`src/rtl/reg_fifo_if.sv`:
```
// Handshake bundle between a data producer/consumer and reg_fifo.
// The slave modport is the FIFO side; the master modport is the user side.
interface reg_fifo_if #(
  parameter int WIDTH = 4,
  parameter int DEPTH = 8
);
  localparam int AW = $clog2(DEPTH);

  logic             push;
  logic [WIDTH-1:0] din;
  logic             pop;
  logic [WIDTH-1:0] dout;
  logic             full;
  logic             empty;
  logic [AW:0]      count;
  logic             ovf;
  logic             udf;

  modport slave (
    input  push, din, pop,
    output dout, full, empty, count, ovf, udf
  );

  modport master (
    output push, din, pop,
    input  dout, full, empty, count, ovf, udf
  );
endinterface

```
`src/rtl/reg_fifo.sv`:
```
// Register-array FIFO with registered read data, occupancy status and
// sticky overflow/underflow flags.
module reg_fifo #(
  parameter int WIDTH = 4,
  parameter int DEPTH = 8
) (
  input logic       clk,
  input logic       rst,
  reg_fifo_if.slave bus
);
  localparam int AW = $clog2(DEPTH);
  localparam logic [AW:0] FULL_COUNT = (AW+1)'(DEPTH);

  logic [WIDTH-1:0] mem [DEPTH];
  logic [AW-1:0]    wp;
  logic [AW-1:0]    rp;
  logic [AW:0]      count;
  logic [WIDTH-1:0] dout;
  logic             ovf;
  logic             udf;
  logic             full;
  logic             empty;
  logic             push_ok;
  logic             pop_ok;

  assign full  = (count == FULL_COUNT);
  assign empty = (count == '0);

  // A pop while full frees the head slot, so a simultaneous push is accepted too.
  assign pop_ok  = bus.pop & ~empty;
  assign push_ok = bus.push & (~full | pop_ok);

  // Storage carries no reset; stale words are unreachable once the pointers clear.
  always_ff @(posedge clk) begin
    if (push_ok) begin
      mem[wp] <= bus.din;
    end
  end

  always_ff @(posedge clk or posedge rst) begin
    if (rst) begin
      wp    <= '0;
      rp    <= '0;
      count <= '0;
      dout  <= '0;
      ovf   <= 1'b0;
      udf   <= 1'b0;
    end else begin
      if (push_ok) begin
        wp <= wp + 1'b1;
      end
      if (pop_ok) begin
        rp   <= rp + 1'b1;
        dout <= mem[rp];
      end
      if (push_ok && !pop_ok) begin
        count <= count + 1'b1;
      end else if (pop_ok && !push_ok) begin
        count <= count - 1'b1;
      end
      if (bus.push && !push_ok) begin
        ovf <= 1'b1;
      end
      if (bus.pop && empty) begin
        udf <= 1'b1;
      end
    end
  end

  assign bus.dout  = dout;
  assign bus.full  = full;
  assign bus.empty = empty;
  assign bus.count = count;
  assign bus.ovf   = ovf;
  assign bus.udf   = udf;
endmodule

```
`src/flat_wrapper.sv`:
```
// flat-port wrapper written by rule: the top's interface ports become plain ports
module reg_fifo_flat 
#(
  parameter int WIDTH = 4,
  parameter int DEPTH = 8
)
  (clk, rst, bus_push, bus_din, bus_pop, bus_dout, bus_full, bus_empty, bus_count, bus_ovf, bus_udf);
  reg_fifo_if #(.WIDTH(WIDTH), .DEPTH(DEPTH)) bus_i ();
  input logic clk;
  input logic rst;
  input wire logic [$bits(bus_i.push)-1:0] bus_push;
  input wire logic [$bits(bus_i.din)-1:0] bus_din;
  input wire logic [$bits(bus_i.pop)-1:0] bus_pop;
  output wire logic [$bits(bus_i.dout)-1:0] bus_dout;
  output wire logic [$bits(bus_i.full)-1:0] bus_full;
  output wire logic [$bits(bus_i.empty)-1:0] bus_empty;
  output wire logic [$bits(bus_i.count)-1:0] bus_count;
  output wire logic [$bits(bus_i.ovf)-1:0] bus_ovf;
  output wire logic [$bits(bus_i.udf)-1:0] bus_udf;
  assign bus_i.push = bus_push;
  assign bus_i.din = bus_din;
  assign bus_i.pop = bus_pop;
  assign bus_dout = bus_i.dout;
  assign bus_full = bus_i.full;
  assign bus_empty = bus_i.empty;
  assign bus_count = bus_i.count;
  assign bus_ovf = bus_i.ovf;
  assign bus_udf = bus_i.udf;
  reg_fifo #(.WIDTH(WIDTH), .DEPTH(DEPTH)) u_core (.clk(clk), .rst(rst), .bus(bus_i));
endmodule
```
`config.mk`:
```
export PLATFORM = sky130hd
export DESIGN_NAME = reg_fifo_flat
export DESIGN_NICKNAME = d
export VERILOG_FILES = /design/src/rtl/reg_fifo_if.sv /design/src/rtl/reg_fifo.sv /design/src/flat_wrapper.sv
export SDC_FILE = /design/constraint.sdc
export NUM_CORES = 1
export LEC_CHECK = 0
export ABC_AREA = 1
export BUFFER_PORTS_ARGS = -buffer_cell sky130_fd_sc_hd__buf_2
export CAP_MARGIN = 20
export CORE_UTILIZATION = 35
export DETAILED_ROUTE_END_ITERATION = 12
export SYNTH_ARGS = -nofsm -noshare
export SYNTH_HDL_FRONTEND = slang
export SYNTH_SLANG_ARGS = --single-unit
```
`constraint.sdc`:
```
create_clock -name clk -period 5.15 [get_ports clk]
set_input_delay 0.515 -clock clk [delete_from_list [all_inputs] [get_ports clk]]
set_output_delay 0.515 -clock clk [all_outputs]
set_load 0.02 [all_outputs]
```
# Yosys cells after proc, flatten, opt, wreduce, memory -nomap -nowiden
# Memories as Yosys holds them, arrays and structs flattened. A register that Yosys moved wholly into a read port is not among the register bits.
# Index checks and enable logic that the tools add are counted.
# word_totals
ff_bits	12
ram_bits	32
input_bits	8
out_inout_bits	12
wordCells	28
n_memories	1
# memory_table
memory	depth	width	read_ports	rd_clocked_by_memory_dff	wr	line_no	source
u_core.mem	8	4	1	1	1	reg_fifo.sv:14	logic [WIDTH-1:0] mem [DEPTH];
# classes
add_sub_neg	4
eq_ne	1
n_mux	4
n_bitwise	5
n_reduce_logical	8
# op_table
cell	count
2-to-1 mux 4 bit	2
adder 3 x 1 -> 3 bit (second input constant)	2
adder 4 x 1 -> 4 bit (second input constant)	1
equality test 4 bit (second input constant)	1
logical AND 1 bit	4
logical NOT 4 bit	1
subtractor 4 x 1 -> 4 bit (second input constant)	1
bitwise AND 1 bit	2
logical NOT 1 bit	2
2-to-1 mux 1 bit	2
inverter 1 bit	2
nonzero test 2 bit	1
bitwise OR 1 bit	1

# Logic depth before layout (Yosys ltp)
# Gate-level depths: netlist of run 1.
# depth
word_depth	9
mapped_depth	14
mapped_depth_nobuf	14

# Worst setup path before layout of run 1
# OpenSTA, ideal clock, no wires.
# synth_path
path_kind	register to register
start	register u_core.count[0], in the netlist u_core.bus.count[0]
end	register u_core.count[3], in the netlist u_core.bus.count[3]
setup_ns	0.116
arrival_time_ns	1.982
required_time_ns	5.034
slack_ns	3.052
stages_incl_launch_ff	13
n_path_buf	0
period_less_slack_ns	2.098
path_cell_list	dfrtp_1 > nor2_2 > nand4_2 > nand2_2 > inv_2 > ha_1 > inv_1 > ha_1 > or2_2 > nand3_1 > nand2_1 > nand2_1 > nand2_1
# synth_via
elab_chain_cells	8
elab_cells_between_ends	16
cone_classes	add/sub (2); eq/ne (1); mux (2); bitwise (5); reduce/logical (6)
# synth_lines
element	line_no	source
start, declared	reg_fifo.sv:17	logic [AW:0] count;
start signal, assigned	reg_fifo.sv:57	count <= count + 1'b1;
start signal, assigned	reg_fifo.sv:59	count <= count - 1'b1;
logical NOT 4 bit	reg_fifo.sv:27	assign empty = (count == '0);
inverter 1 bit	reg_fifo.sv:30	assign pop_ok = bus.pop & ~empty;
bitwise AND 1 bit	reg_fifo.sv:30	
bitwise OR 1 bit (*)	reg_fifo.sv:31	assign push_ok = bus.push & (~full | pop_ok);
bitwise AND 1 bit (*)	reg_fifo.sv:31	
via u_core.push_ok	reg_fifo.sv:23	logic push_ok;
logical NOT 1 bit	reg_fifo.sv:58	end else if (pop_ok && !push_ok) begin
logical AND 1 bit	reg_fifo.sv:58	
nonzero test 2 bit (no line)	--	
# Mark *: on every way through the listed nets, which the timed path passes. The rest lies on a longest branch. The select of a mux whose other input is x is not followed.
# A chain may end at the register's enable or synchronous reset.

# Worst setup path in the final report of run 1
# Ends and elaborated chain as after synthesis.

==> results of run 1 <==
[metal layers]
layer,vias up,share of wire [%],GRT usage [%]
li1,761,-,-
met4,0,1.5,5.79
met1,676,47,18.2
met3,7,3.8,3.11
met5,-,0,0
met2,29,48,23.0
[registers in the layout (all words and copies together), names as in the netlist]
signal,cells
u_core.bus.udf,1
u_core.bus.dout,4
u_core.bus.ovf,1
u_core.mem,32
u_core.rp,3
u_core.wp,3
u_core.bus.count,4
[cell type report]
type,count,share of cell area (%)
clock inverters,1,1.20
clock buffers,7,3.84
inverters,40,6.09
repair buffers,19,3.79
flip-flops and latches,48,54.3
well taps,75,3.74
multi-input cells,135,27.0
[kinds of logic (layout without fill, tap and decap cells)]
group	count (synthesis)	after routing	share of synthesized area, %
compound gates	6	6	1.57
xor+xnor	3	3	1.18
fa+ha+maj	6	6	3.71
buf+inv	44	67	8.38
flops	48	48	61.2
simple gates	120	120	24.0
[final timing paths]
| kind | end | slack [ns] | cells past startpoint | startpoint |
|---|---|---|---|---|
| setup / recovery | u_core.bus.count[3]$_DFFE_PP0P_ | 3.00 | 12 | u_core.bus.count[0]$_DFFE_PP0P_ |
| hold / removal | u_core.rp[2]$_DFFE_PP0P_ | 0.29 | 2 | rst |
| setup reg to reg | u_core.bus.count[3]$_DFFE_PP0P_ | 3.00 | 12 | u_core.bus.count[0]$_DFFE_PP0P_ |
| hold reg to reg | u_core.bus.dout[3]$_DFFE_PP0P_ | 0.48 | 2 | u_core.bus.dout[3]$_DFFE_PP0P_ |
| max in group asynchronous | u_core.wp[1]$_DFFE_PP0P_ | 4.43 | 2 | rst |
| min in group clk | u_core.bus.dout[3]$_DFFE_PP0P_ | 0.48 | 2 | u_core.bus.dout[3]$_DFFE_PP0P_ |
[report_power, final]
group / switching (W) / internal [W] / total (W)
sequential: 0.0000988 / 0.000509 / 0.000607
combinational: 0.000328 / 0.000185 / 0.000513
clock: 0.000119 / 0.000171 / 0.000291
[worst reg2reg max path, stage by stage, from the launching register on]
cell     delay [ns]
dfrtp_1        0.47
nor2_2         0.19
nand4_2        0.11
nand2_2        0.11
inv_2          0.06
ha_1           0.19
inv_1          0.13
ha_1           0.27
or2_2          0.29
nand3_1        0.09
nand2_1        0.05
nand2_1        0.05
nand2_1        0.05
[synthesized netlist by cell type]
cell and number:
inv_1 35, xnor2_1 2, nand2_2 1, xor2_1 1, o21ai_0 2, nor2_1 5
o21bai_1 2, or2_4 1, nand4_2 1, inv_4 1, nand3_1 28, nor2_2 5
dfrtp_1 16, buf_6 1, nor4_1 1, nand3_2 1, clkinv_1 1, fa_1 1
inv_2 3, o21ai_1 2, buf_4 3, ha_1 5, edfxtp_1 32, nand2_4 1
or2_2 1, nand2_1 75
[through the flow]
| stage | std cells | util, % | hold WS, ns | cell area [um^2] |
|---|---|---|---|---|
| 2_1_floorplan | 227 | - | 0.429 | 2220 |
| 3_3_place_gp | 317 | 39.5 | 0.466 | 2380 |
| 3_5_place_dp | 317 | 39.5 | 0.464 | 2380 |
| 4_1_cts | 325 | 41.6 | 0.306 | 2510 |
| 5_1_grt | 325 | 41.6 | 0.344 | 2510 |
| 6_report | 325 | 41.6 | 0.290 | 2510 |
==> Flow_metrics.wiki, run 1 <==
{| class="wikitable"
! Metric !! Value
|-
| Global-route wire length before repair || between 6000 and 7000 um
|-
| Worst Path Buf+Inv || 2
|-
| Syn Nets || 241
|-
| Worst Path Required || around 5.3 ns
|-
| Clock tree from TritonCTS || built
|-
| I/O pin total || 20
|-
| Highest clock frequency the design can meet || ~460 MHz
|-
| CTS-repair resized insts || 0
|-
| First-pass iteration count of the detailed router || 4
|-
| Total standard cell area after synthesis || 2220 um^2
|-
| Post-synthesis average cell area || 9.80 um^2
|-
| Clk sinks || 48
|-
| Main area contributors after synthesis || edfxtp_1 (43%), dfrtp_1 (18%), nand2_1 (13%)
|-
| Post-CTS Setup Repair Bufs || 0
|-
| Share of layout cells above drive strength 1 || 16.8%
|-
| Via-per-instance ratio || approximately 4.5
|-
| Kind of path behind the tightest hold check || in2async
|-
| H-tree lvl count || 2
|-
| Starting density of the core || a little under two fifths
|-
| Max Slew Vio Count || 0
|-
| Max-cap violations || 0
|-
| Total die area || roughly 6700 um^2
|-
| Clock transition at the registers of the reported paths || roughly 0.09 ns
|-
| Buffer cell driving the clock tree root || clkbuf_8
|-
| Global-route usage over all layers || ~14%
|-
| Final ANT Viol Nets || 0
|-
| Worst Setup Start Kind || flop
|-
| Leakage || between 1 and 1.5 nW
|-
| Path type of the worst setup path || reg2reg
|-
| Die Ht || a little over 80 um
|-
| Commonest non-fill, non-tap cell in the layout || nand2_1
|-
| Worst path cell trace || nor2_2 -> nand4_2 -> nand2_2 -> inv_2 -> ha_1 -> inv_1 -> ha_1 -> or2_2 -> nand3_1 -> nand2_1 -> nand2_1 -> nand2_1
|-
| Post-route worst setup slack || 3.00 ns
|-
| Post-synthesis sequential area ratio || about three fifths
|-
| Floorplan Core Area || 6030 um^2
|-
| Clk Latency, worst-skew pair || around 0.30 ns
|-
| Slew at the pin with the worst max-slew slack || 0.658 ns
|-
| CP max stage delay || around 0.47 ns
|-
| Drc violations || 0
|-
| P per Cell Area || between 500 and 600 nW/um^2
|-
| Post-layout net count || approximately 260
|-
| Most area-hungry cell type in the Yosys netlist || edfxtp_1
|-
| RSZ-0062 raised after global routing || no
|-
| Max Buffers Root-to-Sink || 2
|-
| Area share of the largest cell type after synthesis || about 43%
|-
| Final TNS setup || 0 ns
|-
| Slowest stage cell, crit path || dfrtp_1
|-
| Number of buffers inserted by hold repair at cts || 0
|-
| Number of distinct library cells after synthesis || 26
|-
| Max rail drop VDD || between 300 and 400 uV
|-
| Run status || completed
|-
| Synthesized instance count || about 230
|-
| Number of standard-cell rows in the floorplan || 28
|-
| Cell with the most instances on the worst path || nand2_1
|-
| Post-layout minimum cycle time || approximately 2.2 ns
|-
| Total design power || between 0.001 and 0.0015 W
|-
| Final cycle utilization of the critical path || 41.8%
|-
| Number of synthesized register bits || 48
|-
| Multi-input logic area || about 680 um^2
|-
| Inserted Diodes || 0
|-
| Area grow syn2layout || 12.7%
|-
| WL/cell || approximately 12 um
|-
| Post-detail-place hpwl || around 3000 um
|-
| Worst relative slew slack || 56.1%
|-
| DRT iter0 DRCs || 77
|-
| Hold Fails Final Rpt || 0
|-
| Arrival time of the worst setup path || 2.33 ns
|-
| Count of synthesis-stage warnings from yosys || 0
|-
| Register area || between 1000 and 1500 um^2
|-
| Most used cells in the layout excluding fill and tap cells || nand2_1 (75), inv_1 (35), edfxtp_1 (32), nand3_1 (28), buf_2 (19)
|-
| Die outline width || around 80 um
|-
| Routability Congestion || 0.788
|-
| Count of input and output buffers || 19
|-
| Initial antenna violation count || 0
|-
| Crit-path max FO || 6
|-
| Number of buffers created by CTS || 5
|-
| Vias in the first global route || about 1400
|-
| Vias after detailed routing || between 1000 and 1500
|-
| Total congestion overflow after global routing || 0
|-
| Setup violations, final || 0
|-
| Maximum number of pins on one net before global-route repair || 19
|-
| Worst slack at placement || between 2 and 3 ns
|-
| Dominant delay contributor by cell family on the critical path || simple AND/OR/NAND/NOR gates
|-
| Critical path endpoint category || flop
|-
| Total of fill cells in the finished design || 615
|-
| Wire length after detailed routing || 4050 um
|-
| Final worst clock skew || about 0.013 ns
|}
(Power assumes the default switching activity.)
==> run 2, diff against run 1 <==
- ABC_AREA: 1 -> 0
- clock period: 5.15 -> 1.75 ns (I/O delays scaled with it)
==> Flow_metrics.wiki, run 2 <==
{| class="wikitable"
! Metric !! Value
|-
| Floorplan Core Area || 5640 um^2 (-6.4%)
|-
| EDFF count, synth || 32 (unchanged)
|-
| Maximum number of pins on one net before global-route repair || 19 (unchanged)
|-
| Max-cap violations || 0 (unchanged)
|-
| Commonest non-fill, non-tap cell in the layout || edfxtp_1
|-
| Largest registers || u_core.mem: 32 flops, u_core.bus.count: 4 flops, u_core.bus.dout: 4 flops
|-
| Worst Setup Start Kind || flop
|-
| Combinational share of power || 45.8% (+9.5 points)
|-
| Worst Path Required || 1.92 ns (-3.41 ns)
|-
| Internal Power || 0.00297 W (+240%)
|-
| Violated checks || negative setup slack
|-
| Max rail drop VDD || 835 uV (+170%)
|-
| H-tree lvl count || 2 (unchanged)
|-
| Kind of path behind the tightest hold check || in2reg
|-
| Number of buffers created by CTS || 5 (unchanged)
|-
| Drc violations || 0 (unchanged)
|-
| First-pass iteration count of the detailed router || 4 (unchanged)
|-
| Number of flip-flops in the largest register || 32 (unchanged)
|-
| Total congestion overflow after global routing || 0 (unchanged)
|-
| Finished Cell Area || 2730 um^2 (+8.8%)
|-
| Inserted Diodes || 0 (unchanged)
|-
| Die outline width || 79.3 um (-3.0%)
|-
| Post-route worst setup slack || -0.651 ns (-3.65 ns)
|-
| Net Switching || 0.00159 W (+190%)
|-
| Global-route usage over all layers || 13.5% (-0.61 points)
|-
| Max Slew Vio Count || 0 (unchanged)
|-
| Arrival time of the worst setup path || 2.57 ns (+0.24 ns)
|-
| Routability Congestion || 0.714 (-9.4%)
|-
| Clock tree from TritonCTS || built
|-
| Buffer cell driving the clock tree root || clkbuf_8
|-
| WL/cell || 15.1 um (+21%)
|-
| Post-layout minimum cycle time || 2.40 ns (+0.251 ns)
|-
| Vias after detailed routing || 1252 (-15%)
|-
| Total of fill cells in the finished design || 475 (-23%)
|-
| Main area contributors after synthesis || edfxtp_1 (46%), dfrtp_1 (19%), mux2i_1 (7.7%)
|-
| Via-per-instance ratio || 4.82 (+6.2%)
|-
| Vias in the first global route || 1295 (-7.4%)
|-
| Register containing the most flip-flops in the final layout || u_core.mem
|-
| Total standard cell area after synthesis || 2090 um^2 (-6.1%)
|-
| Most area-hungry cell type in the Yosys netlist || edfxtp_1
|-
| Switching part of the total || 34.9% (-3.8 points)
|-
| I/O pin total || 20 (unchanged)
|-
| Setup violations, final || 16 (+16)
|-
| Die Ht || 79.3 um (-3.0%)
|-
| Clock transition at the registers of the reported paths || 0.08 ns (about the same)
|-
| Count of synthesis-stage warnings from yosys || 0 (unchanged)
|-
| Number of standard-cell rows in the floorplan || 27 (-3.6%)
|-
| Clk Latency, worst-skew pair || 0.29 ns (about the same)
|-
| DRT iter0 DRCs || 35 (-55%)
|-
| Post-synthesis average cell area || 15.8 um^2 (+62%)
|-
| Number of synthesized register bits || 48 (unchanged)
|-
| Starting density of the core || 37.0% (+0.12 points)
|-
| Most used cells in the layout excluding fill and tap cells || edfxtp_1 (32), buf_4 (25), buf_2 (19), mux2i_1 (16), dfrtp_1 (12)
|-
| Post-layout net count || 201 (-24%)
|-
| P per Cell Area || 1670 nW/um^2 (+200%)
|-
| Max Buffers Root-to-Sink || 2 (unchanged)
|-
| Synthesized instance count || 132 (-42%)
|-
| Leakage || 1.10 nW (-6.0%)
|-
| Run status || finished, violations left
|-
| Crit-path max FO || 3 (-3)
|-
| Share of layout cells above drive strength 1 || 46.3% (+29 points)
|-
| RSZ-0062 raised after global routing || yes
|-
| Highest clock frequency the design can meet || 416 MHz (-10%)
|-
| Final cycle utilization of the critical path || 137% (+95 points)
|-
| Post-detail-place hpwl || 2800 um (-4.3%)
|-
| Clk sinks || 48 (unchanged)
|-
| Hold Fails Final Rpt || 0 (unchanged)
|-
| Global-route wire length before repair || 6340 um (-7.1%)
|-
| Number of distinct library cells after synthesis || 33 (+27%)
|-
| Worst relative slew slack || 57.9% (+1.8 points)
|-
| Critical path endpoint category || flop
|-
| Area share of the largest cell type after synthesis || 46.0% (+2.8 points)
|-
| Wire length after detailed routing || 3930 um (-3.0%)
|-
| Initial antenna violation count || 0 (unchanged)
|-
| Slew at the pin with the worst max-slew slack || 0.631 ns (-0.0275 ns)
|-
| Sequential cell fraction of total power || 39.6% (-3.5 points)
|-
| Top-count cell post-synth || edfxtp_1
|-
| Count of input and output buffers || 19 (unchanged)
|-
| Dominant synthesized flop cell || edfxtp_1
|-
| Area grow syn2layout || 30.5%
|-
| Share of synthesized registers carrying an async set or reset || 33.3% (unchanged)
|-
| Cell area reported after detailed placement || 2470 um^2 (+3.8%)
|-
| Worst Hold Slack || 0.170 ns (-0.120 ns)
|-
| Post-synthesis sequential area ratio || 65.1% (+4.0 points)
|-
| Path type of the worst setup path || reg2reg
|-
| Final worst clock skew || 0.00875 ns (-0.00437 ns)
|-
| Leading post-synthesis cells by instance count || edfxtp_1 (32), dfrtp_1 (16), mux2i_1 (16)
|-
| Total die area || 6280 um^2 (-5.9%)
|-
| Syn Nets || 146 (-39%)
|-
| Clk pwr share || 14.6% (-6.0 points)
|-
| Final ANT Viol Nets || 0 (unchanged)
|}
-- run 2: final cells by class --
cell class                      instances  area [um^2]  share of cell area, %
Clock buffer                            7         86.3                   3.17
Clock inverter                          1         8.76                  0.321
Inverter                                5         23.8                  0.872
Multi-Input combinational cell         75          781                   28.6
Sequential cell                        48         1370                   50.1
Tap cell                               72         90.1                   3.30
Timing Repair Buffer                   52          372                   13.6
-- run 2: worst paths after layout --
check                                                  end                       startpoint  cells past startpoint  slack (ns)
max                        u_core.bus.count[3]$_DFFE_PP0P_  u_core.bus.count[1]$_DFFE_PP0P_                     11       -0.65
min                             u_core.bus.ovf$_DFFE_PP0P_                         bus_push                      2        0.17
max reg2reg                u_core.bus.count[3]$_DFFE_PP0P_  u_core.bus.count[1]$_DFFE_PP0P_                     11       -0.65
min reg2reg                     u_core.bus.udf$_DFFE_PP0P_       u_core.bus.udf$_DFFE_PP0P_                      1        0.47
max in group asynchronous  u_core.bus.count[3]$_DFFE_PP0P_                              rst                      3        0.79
min in group asynchronous   u_core.bus.dout[0]$_DFFE_PP0P_                              rst                      3        0.50
-- run 2: power by group through the flow --
stage          sequential, W  clock, W  combinational (W)
2_1_floorplan        0.00196         0            0.00110
3_3_place_gp         0.00179         0            0.00174
3_5_place_dp         0.00181         0            0.00182
4_1_cts              0.00181  0.000684            0.00192
5_1_grt              0.00185  0.000732            0.00227
6_report             0.00180  0.000664            0.00209
-- run 2: timing repair --
| item | CTS | global route |
|---|---|---|
| endpoints found under the hold margin | 16 | 0 |
| resized for setup | 9 | 11 |
| pin swaps | 8 | 5 |
| hold buffers | 1 | 0 |
| setup buffers | 4 | 4 |
| setup endpoints to repair | 17 | 16 |
-- run 2: cells by family (layout without fill, tap and decap cells) --
family,after synthesis,after routing,share of synthesized area (%)
and+or+nand+nor,27,27,7.25
AOI/OAI and AO/OA,13,13,4.43
muxes,23,23,13.8
buffers and inverters,9,65,2.93
adders and majority gates,6,6,3.95
xor gates and xnor gates,6,6,2.51
DFF,48,48,65.1
-- run 2: metal layers --
layer / wire length [um] / global-route usage, % / vias to the layer above
met2: 1980 / 22.6 / 29
met1: 1740 / 17.3 / 615
met4: 47 / 4.36 / 0
met5: 0 / 0 / -
li1: - / - / 603
met3: 162 / 3.10 / 5
-- run 2: worst max-delay path: stages (launching register included) --
cell and delay (ns):
dfrtp_2 0.45, nor4b_4 0.31, nand2_1 0.10, nand2_2 0.09
inv_4 0.04, ha_4 0.16, inv_4 0.06, buf_4 0.13
ha_4 0.20, a2111oi_4 0.34, a31oi_1 0.08, a221o_1 0.32
-- run 2: per-stage QoR --
| step | setup TNS, ns | cells | worst slack (ns) | util (%) | power, W |
|---|---|---|---|---|---|
| 5_1_grt | -3.36 | 260 | -0.746 | 48.3 | 0.00485 |
| 3_3_place_gp | -1.63 | 244 | -0.598 | 43.8 | 0.00353 |
| 4_1_cts | -1.27 | 256 | -0.696 | 46.8 | 0.00441 |
| 2_1_floorplan | -2.04 | 132 | -0.939 | - | 0.00306 |
| 3_5_place_dp | -1.92 | 244 | -0.702 | 43.8 | 0.00363 |
| 6_report | -2.29 | 260 | -0.651 | 48.3 | 0.00456 |
==> run 3, diff against run 2 <==
- BUFFER_PORTS_ARGS: -buffer_cell sky130_fd_sc_hd__buf_2 -> not set
- CELL_PAD_IN_SITES_DETAIL_PLACEMENT: not set -> 1
- CELL_PAD_IN_SITES_GLOBAL_PLACEMENT: not set -> 2
- DONT_BUFFER_PORTS: not set -> 1
- PLACE_DENSITY_LB_ADDON: not set -> 0.1
==> Flow_metrics.wiki, run 3 (synthesis gave the netlist of run 2 again) <==
{| class="wikitable"
! Metric !! Value
|-
| Highest clock frequency the design can meet || 415 MHz (-0.30%)
|-
| Number of buffers created by CTS || 5 (unchanged)
|-
| Routability Congestion || 0.721 (+1.0%)
|-
| Share of layout cells above drive strength 1 || 41.3% (-5.0 points)
|-
| Clock transition at the registers of the reported paths || 0.09 ns (about the same)
|-
| Final non-filler cell total || 256 (-1.5%)
|-
| Cell depth of the worst flop-to-flop path || 11 (unchanged)
|-
| Clk sinks || 48 (unchanged)
|-
| Total of fill cells in the finished design || 554 (+17%)
|-
| Clock tree from TritonCTS || built
|-
| Critical path endpoint category || flop
|-
| Final cycle utilization of the critical path || 138% (+0.41 points)
|-
| Global-route usage over all layers || 16.0% (+2.5 points)
|-
| Violated checks || negative setup slack
|-
| Area grow syn2layout || 32.3%
|-
| Register containing the most flip-flops in the final layout || u_core.mem
|-
| Global-route wire length before repair || 7220 um (+14%)
|-
| Finished Cell Area || 2770 um^2 (+1.4%)
|-
| Slew at the pin with the worst max-slew slack || 0.652 ns (+0.0214 ns)
|-
| Max-cap violations || 0 (unchanged)
|-
| Commonest non-fill, non-tap cell in the layout || buf_4
|-
| Maximum number of pins on one net before global-route repair || 19 (unchanged)
|-
| Run status || finished, violations left
|-
| Setup violations, final || 15 (-1)
|-
| Drc violations || 0 (unchanged)
|-
| Total design power || 0.00478 W (+4.9%)
|-
| Max Buffers Root-to-Sink || 2 (unchanged)
|-
| Number of cells in the design after placement || 232 (-4.9%)
|-
| Count of input and output buffers || 0 (-19)
|-
| Total congestion overflow after global routing || 0 (unchanged)
|-
| WL/cell || 17.5 um (+16%)
|-
| Starting density of the core || 37.0% (unchanged)
|-
| Worst Path Required || 1.93 ns (about the same)
|-
| Largest registers || u_core.mem: 32 flops, u_core.bus.count: 4 flops, u_core.bus.dout: 4 flops
|-
| Wire length after detailed routing || 4480 um (+14%)
|-
| Path type of the worst setup path || reg2reg
|-
| Vias after detailed routing || 1258 (+0.48%)
|-
| Initial antenna violation count || 0 (unchanged)
|-
| Most used cells in the layout excluding fill and tap cells || buf_4 (37), edfxtp_1 (32), mux2i_1 (16), dfrtp_1 (12), nand2_1 (8)
|-
| Worst Hold Path Cells || 1 (-1)
|-
| RSZ-0062 raised after global routing || yes
|-
| Arrival time of the worst setup path || 2.59 ns (+0.02 ns)
|-
| Die outline width || 79.3 um (unchanged)
|-
| Floorplan Core Area || 5640 um^2 (unchanged)
|-
| H-tree lvl count || 2 (unchanged)
|-
| Die Ht || 79.3 um (unchanged)
|-
| Post-layout net count || 197 (-2.0%)
|-
| Max Slew Vio Count || 0 (unchanged)
|-
| Leakage || 1.11 nW (+0.53%)
|-
| Number of standard-cell rows in the floorplan || 27 (unchanged)
|-
| Post-route worst setup slack || -0.659 ns (-0.00721 ns)
|-
| DRT iter0 DRCs || 34 (-2.9%)
|-
| Worst Setup Start Kind || flop
|-
| Post-layout minimum cycle time || 2.41 ns (+0.00721 ns)
|-
| Worst slack at placement || -0.695 ns (+0.00756 ns)
|-
| Via-per-instance ratio || 4.91 (+2.0%)
|-
| Hold Fails Final Rpt || 0 (unchanged)
|-
| Clk Latency, worst-skew pair || 0.29 ns (about the same)
|-
| Final ANT Viol Nets || 0 (unchanged)
|-
| P per Cell Area || 1730 nW/um^2 (+3.5%)
|-
| Kind of path behind the tightest hold check || in2reg
|-
| Worst relative slew slack || 56.5% (-1.4 points)
|-
| Total die area || 6280 um^2 (unchanged)
|-
| Final worst clock skew || 0.00719 ns (-0.00156 ns)
|-
| Inserted Diodes || 0 (unchanged)
|-
| Max rail drop VDD || 861 uV (+3.1%)
|-
| Vias in the first global route || 1435 (+11%)
|-
| Crit-path max FO || 3 (unchanged)
|-
| I/O pin total || 20 (unchanged)
|-
| First-pass iteration count of the detailed router || 4 (unchanged)
|-
| Buffer cell driving the clock tree root || clkbuf_8
|-
| Number of flip-flops in the largest register || 32 (unchanged)
|-
| Post-detail-place hpwl || 3170 um (+13%)
|-
| Cell area reported after detailed placement || 2430 um^2 (-1.7%)
|}
[run 3: final cells by class]
type | instances | area [um^2] | share of cell area [%]
clock buffers | 7 | 97.6 | 3.53
clock inverters | 1 | 30.0 | 1.09
inverters | 5 | 23.8 | 0.860
multi-input cells | 75 | 763 | 27.6
flip-flops and latches | 48 | 1370 | 49.4
well taps | 72 | 90.1 | 3.26
repair buffers | 48 | 394 | 14.3
[run 3: worst max-delay path, cell delays in order (launching register included)]
cell       delay (ns)
dfrtp_2          0.44
nor4b_4          0.30
nand2_1          0.11
nand2_2          0.11
inv_4            0.04
ha_4             0.16
inv_4            0.06
ha_4             0.19
a21o_1           0.18
a2111oi_2        0.29
a31oi_1          0.08
a221o_1          0.34
[run 3: worst paths after layout]
path / start / to / slack [ns]
max: u_core.bus.count[0]$_DFFE_PP0P_ / u_core.bus.count[3]$_DFFE_PP0P_ / -0.66
min: bus_push / u_core.bus.ovf$_DFFE_PP0P_ / 0.03
max reg2reg: u_core.bus.count[0]$_DFFE_PP0P_ / u_core.bus.count[3]$_DFFE_PP0P_ / -0.66
min reg2reg: u_core.bus.udf$_DFFE_PP0P_ / u_core.bus.udf$_DFFE_PP0P_ / 0.61
max in group asynchronous: rst / u_core.bus.count[3]$_DFFE_PP0P_ / 0.89
min in group asynchronous: rst / u_core.rp[2]$_DFFE_PP0P_ / 0.40
[run 3: per-layer routing]
layer / vias up / share of wire (%) / global-route usage [%]
li1: 597 / - / -
met1: 647 / 43 / 18.4
met2: 9 / 54 / 29.1
met3: 5 / 2.1 / 3.10
met4: 0 / 1.3 / 6.00
met5: - / 0 / 0
[run 3: stage by stage]
| stage | utilization (%) | setup TNS (ns) | hold slack, ns |
|---|---|---|---|
| finish | 49.0 | -1.90 | 0.0260 |
| global route | 49.0 | -2.88 | 0.00986 |
| CTS | 47.9 | -1.89 | 0.0187 |
| detailed placement | 43.0 | -3.43 | 0.206 |
| global placement | 43.0 | -2.56 | 0.176 |
| floorplan | - | -2.04 | 0.0885 |
[run 3: power by group]
| part | internal [W] | leakage, nW | switching, W | total (W) |
|---|---|---|---|---|
| logic | 0.00111 | 0.569 | 0.000903 | 0.00202 |
| clock network | 0.000513 | 0.0636 | 0.000353 | 0.000867 |
| registers | 0.00153 | 0.474 | 0.000370 | 0.00190 |
| total | 0.00316 | 1.11 | 0.00163 | 0.00478 |
[run 3: repair_timing]
action,in CTS,in global routing
pin swaps,5,4
hold endpoints to repair,49,0
buffers inserted,6,6
hold buffers,6,0
endpoints found under the setup margin,20,36
gates resized for setup,11,5
